`config.mk`:
```
export PLATFORM = sky130hd
export DESIGN_NAME = mc_controller
export DESIGN_NICKNAME = d
export VERILOG_FILES = /design/src/rtl/mips_pkg.sv /design/src/rtl/aludec.sv /design/src/rtl/mc_controller.sv
export SDC_FILE = /design/constraint.sdc
export NUM_CORES = 1
export LEC_CHECK = 0
export CORE_MARGIN = 2
export CORE_UTILIZATION = 47
export CTS_CLUSTER_DIAMETER = 200
export DETAILED_ROUTE_END_ITERATION = 10
export PLACE_DENSITY = 0.93
export SLEW_MARGIN = 20
export SYNTH_ARGS = -nofsm -noshare
export SYNTH_HDL_FRONTEND = slang
export SYNTH_SLANG_ARGS = --single-unit
```
`constraint.sdc`:
```
create_clock -name clk -period 2.7 [get_ports clk]
set_input_delay 0.405 -clock clk [delete_from_list [all_inputs] [get_ports clk]]
set_output_delay 0.405 -clock clk [all_outputs]
set_load 0.1 [all_outputs]
```
`src/rtl/mips_pkg.sv`:
```
`default_nettype none
// ============================================================================
//  Module      : mips_pkg
//  Description : Shared opcodes, FSM states and ALU/mux encodings for the
//                multicycle MIPS control unit.
//  Revision    : 1.0  initial release
// ============================================================================
package mips_pkg;

    localparam logic [5:0] c_op_rtype = 6'b000000;
    localparam logic [5:0] c_op_lw    = 6'b100011;
    localparam logic [5:0] c_op_sw    = 6'b101011;
    localparam logic [5:0] c_op_beq   = 6'b000100;
    localparam logic [5:0] c_op_bne   = 6'b000101;
    localparam logic [5:0] c_op_addi  = 6'b001000;
    localparam logic [5:0] c_op_ori   = 6'b001101;
    localparam logic [5:0] c_op_j     = 6'b000010;

    typedef enum logic [3:0] {
        S_IDLE, S_FETCH, S_DECODE, S_MEMADR, S_MEMRD, S_MEMWB, S_MEMWR,
        S_RTYPEEX, S_ALUWB, S_BRANCH, S_IMMEX, S_IMMWB, S_JUMP
    } state_t;

    typedef enum logic [2:0] {
        ALUOP_ADD   = 3'b000,
        ALUOP_SUB   = 3'b001,
        ALUOP_FUNCT = 3'b010,
        ALUOP_OR    = 3'b011,
        ALUOP_AND   = 3'b100
    } aluop_t;

    localparam logic [1:0] c_srcb_b      = 2'b00;
    localparam logic [1:0] c_srcb_four   = 2'b01;
    localparam logic [1:0] c_srcb_imm    = 2'b10;
    localparam logic [1:0] c_srcb_immsh  = 2'b11;

    localparam logic [1:0] c_pcsrc_alu    = 2'b00;
    localparam logic [1:0] c_pcsrc_aluout = 2'b01;
    localparam logic [1:0] c_pcsrc_jump   = 2'b10;

    localparam logic [3:0] c_alu_and = 4'b0000;
    localparam logic [3:0] c_alu_or  = 4'b0001;
    localparam logic [3:0] c_alu_add = 4'b0010;
    localparam logic [3:0] c_alu_xor = 4'b0011;
    localparam logic [3:0] c_alu_sub = 4'b0110;
    localparam logic [3:0] c_alu_slt = 4'b0111;
    localparam logic [3:0] c_alu_sll = 4'b1000;
    localparam logic [3:0] c_alu_srl = 4'b1001;
    localparam logic [3:0] c_alu_sra = 4'b1010;
    localparam logic [3:0] c_alu_nor = 4'b1100;

endpackage
`default_nettype wire

```
`src/rtl/aludec.sv`:
```
`default_nettype none
// ============================================================================
//  Module      : aludec
//  Description : ALU decoder: maps aluop/funct to ALU control and shamt select.
//  Revision    : 1.0  initial release
// ============================================================================
module aludec
    import mips_pkg::*;
(
    input  logic [5:0] funct,
    input  aluop_t     aluop,
    output logic [3:0] alucontrol,
    output logic       shiftreg
);

    always_comb begin
        alucontrol = c_alu_add;
        shiftreg   = 1'b0;
        case (aluop)
            ALUOP_SUB: alucontrol = c_alu_sub;
            ALUOP_OR:  alucontrol = c_alu_or;
            ALUOP_AND: alucontrol = c_alu_and;
            ALUOP_FUNCT: begin
                case (funct)
                    6'b100000: alucontrol = c_alu_add;
                    6'b100010: alucontrol = c_alu_sub;
                    6'b100100: alucontrol = c_alu_and;
                    6'b100101: alucontrol = c_alu_or;
                    6'b100110: alucontrol = c_alu_xor;
                    6'b100111: alucontrol = c_alu_nor;
                    6'b101010: alucontrol = c_alu_slt;
                    6'b000000: begin alucontrol = c_alu_sll; shiftreg = 1'b1; end
                    6'b000010: begin alucontrol = c_alu_srl; shiftreg = 1'b1; end
                    6'b000011: begin alucontrol = c_alu_sra; shiftreg = 1'b1; end
                    default:   alucontrol = c_alu_add;
                endcase
            end
            default: alucontrol = c_alu_add;
        endcase
    end

endmodule
`default_nettype wire

```
`src/rtl/mc_controller.sv`:
```
`default_nettype none
// ============================================================================
//  Module      : mc_controller
//  Description : Moore FSM sequencing the shared-memory multicycle MIPS datapath.
//  Revision    : 1.0  initial release
// ============================================================================
module mc_controller
    import mips_pkg::*;
#(
    parameter int MEM_TIMEOUT = 16
) (
    input  logic       clk,
    input  logic       reset_n,
    input  logic [5:0] op,
    input  logic [5:0] funct,
    input  logic       zero,
    input  logic       mem_ready,
    output logic       mem_req,
    output logic       memwrite,
    output logic       iord,
    output logic       irwrite,
    output logic       pcen,
    output logic [1:0] pcsrc,
    output logic       alusrca,
    output logic [1:0] alusrcb,
    output logic       zeroext,
    output logic       regdst,
    output logic       memtoreg,
    output logic       regwrite,
    output logic [3:0] alucontrol,
    output logic       shiftreg,
    output logic       illegal_op,
    output logic       mem_err
);

    localparam int CNT_W = (MEM_TIMEOUT > 1) ? $clog2(MEM_TIMEOUT) : 1;

    state_t            r_state;
    state_t            w_next;
    logic [CNT_W-1:0]  r_wait_cnt;
    aluop_t            w_aluop;
    logic              w_pcwrite;
    logic              w_branch;
    logic              w_ne;
    logic              w_mem_access;
    logic              w_timeout;

    // Memory access is a pure function of state, which keeps the timeout path free of loops.
    assign w_mem_access = (r_state == S_FETCH) || (r_state == S_MEMRD) || (r_state == S_MEMWR);

    generate
        if (MEM_TIMEOUT > 0) begin : g_timeout
            assign w_timeout = w_mem_access & ~mem_ready &
                               (r_wait_cnt == CNT_W'(MEM_TIMEOUT - 1));
        end else begin : g_no_timeout
            assign w_timeout = 1'b0;
        end
    endgenerate

    assign mem_err = w_timeout;
    assign pcen    = w_pcwrite | (w_branch & (zero ^ w_ne));

    always_ff @(posedge clk or negedge reset_n) begin
        if (!reset_n) begin
            r_state    <= S_IDLE;
            r_wait_cnt <= '0;
        end else begin
            r_state <= w_next;
            if (w_mem_access && !mem_ready && !w_timeout)
                r_wait_cnt <= r_wait_cnt + CNT_W'(1);
            else
                r_wait_cnt <= '0;
        end
    end

    always_comb begin
        w_next     = r_state;
        w_aluop    = ALUOP_ADD;
        w_pcwrite  = 1'b0;
        w_branch   = 1'b0;
        w_ne       = 1'b0;
        mem_req    = w_mem_access;
        memwrite   = 1'b0;
        iord       = 1'b0;
        irwrite    = 1'b0;
        pcsrc      = c_pcsrc_alu;
        alusrca    = 1'b0;
        alusrcb    = c_srcb_b;
        zeroext    = 1'b0;
        regdst     = 1'b0;
        memtoreg   = 1'b0;
        regwrite   = 1'b0;
        illegal_op = 1'b0;
        case (r_state)
            S_IDLE: w_next = S_FETCH;
            S_FETCH: begin
                alusrcb = c_srcb_four;
                if (mem_ready) begin
                    irwrite   = 1'b1;
                    w_pcwrite = 1'b1;
                    w_next    = S_DECODE;
                end
            end
            S_DECODE: begin
                alusrcb = c_srcb_immsh;
                case (op)
                    c_op_lw, c_op_sw:     w_next = S_MEMADR;
                    c_op_rtype:           w_next = S_RTYPEEX;
                    c_op_beq, c_op_bne:   w_next = S_BRANCH;
                    c_op_addi, c_op_ori:  w_next = S_IMMEX;
                    c_op_j:               w_next = S_JUMP;
                    default: begin
                        illegal_op = 1'b1;
                        w_next     = S_FETCH;
                    end
                endcase
            end
            S_MEMADR: begin
                alusrca = 1'b1;
                alusrcb = c_srcb_imm;
                w_next  = (op == c_op_sw) ? S_MEMWR : S_MEMRD;
            end
            S_MEMRD: begin
                iord = 1'b1;
                if (mem_ready)
                    w_next = S_MEMWB;
                else if (w_timeout)
                    w_next = S_FETCH;
            end
            S_MEMWB: begin
                memtoreg = 1'b1;
                regwrite = 1'b1;
                w_next   = S_FETCH;
            end
            S_MEMWR: begin
                iord     = 1'b1;
                memwrite = ~w_timeout;
                if (mem_ready || w_timeout)
                    w_next = S_FETCH;
            end
            S_RTYPEEX: begin
                alusrca = 1'b1;
                w_aluop = ALUOP_FUNCT;
                w_next  = S_ALUWB;
            end
            S_ALUWB: begin
                regdst   = 1'b1;
                regwrite = 1'b1;
                w_next   = S_FETCH;
            end
            S_BRANCH: begin
                alusrca  = 1'b1;
                w_aluop  = ALUOP_SUB;
                pcsrc    = c_pcsrc_aluout;
                w_branch = 1'b1;
                w_ne     = (op == c_op_bne);
                w_next   = S_FETCH;
            end
            S_IMMEX: begin
                alusrca = 1'b1;
                alusrcb = c_srcb_imm;
                if (op == c_op_ori) begin
                    w_aluop = ALUOP_OR;
                    zeroext = 1'b1;
                end
                w_next = S_IMMWB;
            end
            S_IMMWB: begin
                regwrite = 1'b1;
                w_next   = S_FETCH;
            end
            S_JUMP: begin
                pcsrc     = c_pcsrc_jump;
                w_pcwrite = 1'b1;
                w_next    = S_FETCH;
            end
            default: w_next = S_IDLE;
        endcase
    end

    aludec u_aludec (
        .funct      (funct),
        .aluop      (w_aluop),
        .alucontrol (alucontrol),
        .shiftreg   (shiftreg)
    );

endmodule
`default_nettype wire

```
==> impl_metrics.yaml <==
run_status:
  status: "complete, no violations"
yosys:
  syn_area_per_cell_um2: 7.28
  ys_ff_latch: 8
  synthFlopType: "dfrtp_1"
  syn_area_um2: 953
  ys_seq_area_share_pct: 21.0
  yosys-top-cells-area: "dfrtp_1 (21%), nor2_1 (5.9%), nor3_1 (5.8%), nand2b_1 (4.6%), buf_2 (3.7%)"
  synth_cell_types: 46
  async_flop_share_pct: 100
  ys.warnings.count: 0
  synth_edf_count: 0
  yosys.area.top_type_share_pct: 21.0
  synth_nets: 148
  synth_top_cell_by_area: "dfrtp_1"
  syn_inst: 131
global_route:
  track_usage_pct: 26.0
  overflow: 0
  antenna_found_initial: 0
  grt_max_degree: 15
  grt_pass1_wl_um: 4910
  grt_pass1_vias: 1070
timing:
  finalSetupViolCount: 0
  rsz0062_at_grt: "no"
  timing.final.crit_share_pct: 94.0
  finalWorstSetupSlack_ns: 0.161
  hold_violations: 0
  min_period_ns: 2.54
  relSlewSlack_pct: 71.6
  fmax_mhz: 394
  skew_ns: 0.000515
  finalMaxSlewViolations: 0
  tightest_slew_ns: 0.422
detailed_routing:
  wl_met3_um: 200
  wl_met1_um: 1200
  routed_wl_um: 2860
  ant_nets: 0
  wl_met2_um: 1430
  drt-initial-drc-count: 32
  via_per_inst: 5.97
  detailroute.via_count: 1147
  drcViolationCount: 0
  wl_per_cell_um: 14.9
  first_pass_iters: 4
  routed.top_layer: "met4"
place:
  place_hpwl_um: 2270
  finalWeightedCongestion: 0.855
  place_ws_ns: 0.148
  io_buffers: 36
worst_setup_path:
  start_kind: "input pin"
  worst-setup-path-type: "input pin to primary output"
  required_ns: 2.30
  cp.arrival_ns: 2.13
  end_kind: "primary output"
  path_max_fanout: 7
layout:
  syn_to_final_growth_pct: 61.7
  drive_gt1_share_pct: 24.8
  final_cell_mix: "clkdlybuf4s50_1 (15), buf_12 (14), nor2_1 (12)"
  final_nets: 184
  final_common_cell: "clkdlybuf4s50_1"
  fin_util_pct: 79.4
  antenna-diode-count: 0
flow_run:
  drv_cap: 0
clocking:
  cts_inserted_buffers: 3
  clkLatencyLatePin_ns: 0.25
  cts_buffer_depth: 2
  postCtsSetupBuffers: 0
  cts_hold_buf: 0
  cts.htree.levels: 1
  cts_tree: "done"
  clkSinkCount: 8
  post_cts_resize_count: 0
  clockRootBuffer: "clkbuf_4"
  clk_pin_slew_ns: 0.05
floorplanning:
  die_y_um: 49.0
  initial_core_util_pct: 49.1
  core_um2: 1940
  die_area_um2: 2400
  die_w_um: 49.0
  ios: 37
  rows: 16
power:
  p_per_area_nw_per_um2: 993
  peakVddDrop_mv: 0.953
  p_leak_uw: 0.000636
hold_path:
  hold_path.class: "input pin to asynchronous set/reset pin"
==> flip-flops by register name, indices dropped and copies added (netlist names) <==
signal / cells
r_state: 4
r_wait_cnt: 4
==> final timing paths <==
path / startpoint / end / slack (ns) / cells after the start
setup / recovery: op[5] / alucontrol[0] / 0.16 / 5
hold / removal: reset_n / r_wait_cnt[1] / 0.43 / 1
setup reg to reg: r_state[1] / r_state[1] / 1.09 / 5
hold reg to reg: r_wait_cnt[0] / r_wait_cnt[0] / 0.47 / 1
max in group asynchronous: reset_n / r_state[1] / 2.01 / 1
min in group clk: r_wait_cnt[0] / r_wait_cnt[0] / 0.47 / 1
==> critical path: stages <==
cell and delay (ns):
clkdlybuf4s50_1 0.54, or3_4 0.45, nor4_4 0.39, a21o_2 0.18, buf_12 0.17
==> synth_stat cells, types with 2 or more instances <==
| cell type | instances |
|---|---|
| nand2b_1 | 7 |
| o21bai_1 | 2 |
| nor3_1 | 11 |
| a31oi_1 | 3 |
| nand4_1 | 2 |
| o22ai_1 | 2 |
| dfrtp_1 | 8 |
| nor2b_1 | 4 |
| o21ai_0 | 7 |
| nand3b_1 | 2 |
| a21o_1 | 3 |
| and3_1 | 2 |
| nand2_1 | 9 |
| xor2_1 | 3 |
| nand4b_1 | 2 |
| nand3_1 | 4 |
| a21oi_1 | 5 |
| nor2_1 | 15 |
| a21boi_0 | 2 |
| buf_2 | 7 |
| inv_1 | 3 |
| and2_1 | 2 |
| xnor2_1 | 3 |
==> through the flow <==
step	power, uW	setup TNS (ns)	std cells	hold slack [ns]	instance area (um^2)
finish	1530	0	192	0.429	1540
global route	1600	0	192	0.450	1540
CTS	1530	0	192	0.432	1540
detailed placement	1440	0	189	0.463	1510
global placement	1410	0	189	0.446	1510
floorplan	1070	-2.91	131	0.109	1010
==> layer usage <==
metal / global-route usage, % / vias to the layer above
li1: - / 554
met1: 31.4 / 537
met2: 47.0 / 54
met3: 4.60 / 2
met4: 7.14 / 0
met5: 0 / -
==> logic make-up (layout without fill, tap and decap cells) <==
| logic type | Yosys count | count (layout) | share of synthesized area, % |
|---|---|---|---|
| AND/OR/NAND/NOR | 70 | 70 | 42.1 |
| multiplexers | 2 | 2 | 2.23 |
| adder cells (fa/ha/maj) | 1 | 1 | 1.31 |
| buffers and inverters | 11 | 45 | 5.25 |
| XOR/XNOR | 6 | 6 | 5.51 |
| flip-flops | 8 | 8 | 21.0 |
| AO/OA/AOI/OAI | 33 | 33 | 22.6 |
==> where the power goes <==
part           leakage (uW)  switching (uW)  total (uW)  internal [uW]
clock network     0.0000138            39.9        90.7           50.8
logic              0.000516             854        1250            396
registers          0.000106            37.1         190            153
==> cell type report <==
class / instances / area (um^2)
multi-input combinational: 112 / 768
timing repair buffer: 39 / 505
fill: 148 / 400
sequential: 8 / 200
tap: 27 / 33.8
clock buffer: 3 / 22.5
inverter: 3 / 11.3
Note: power is estimated with default switching activity, not from simulation.
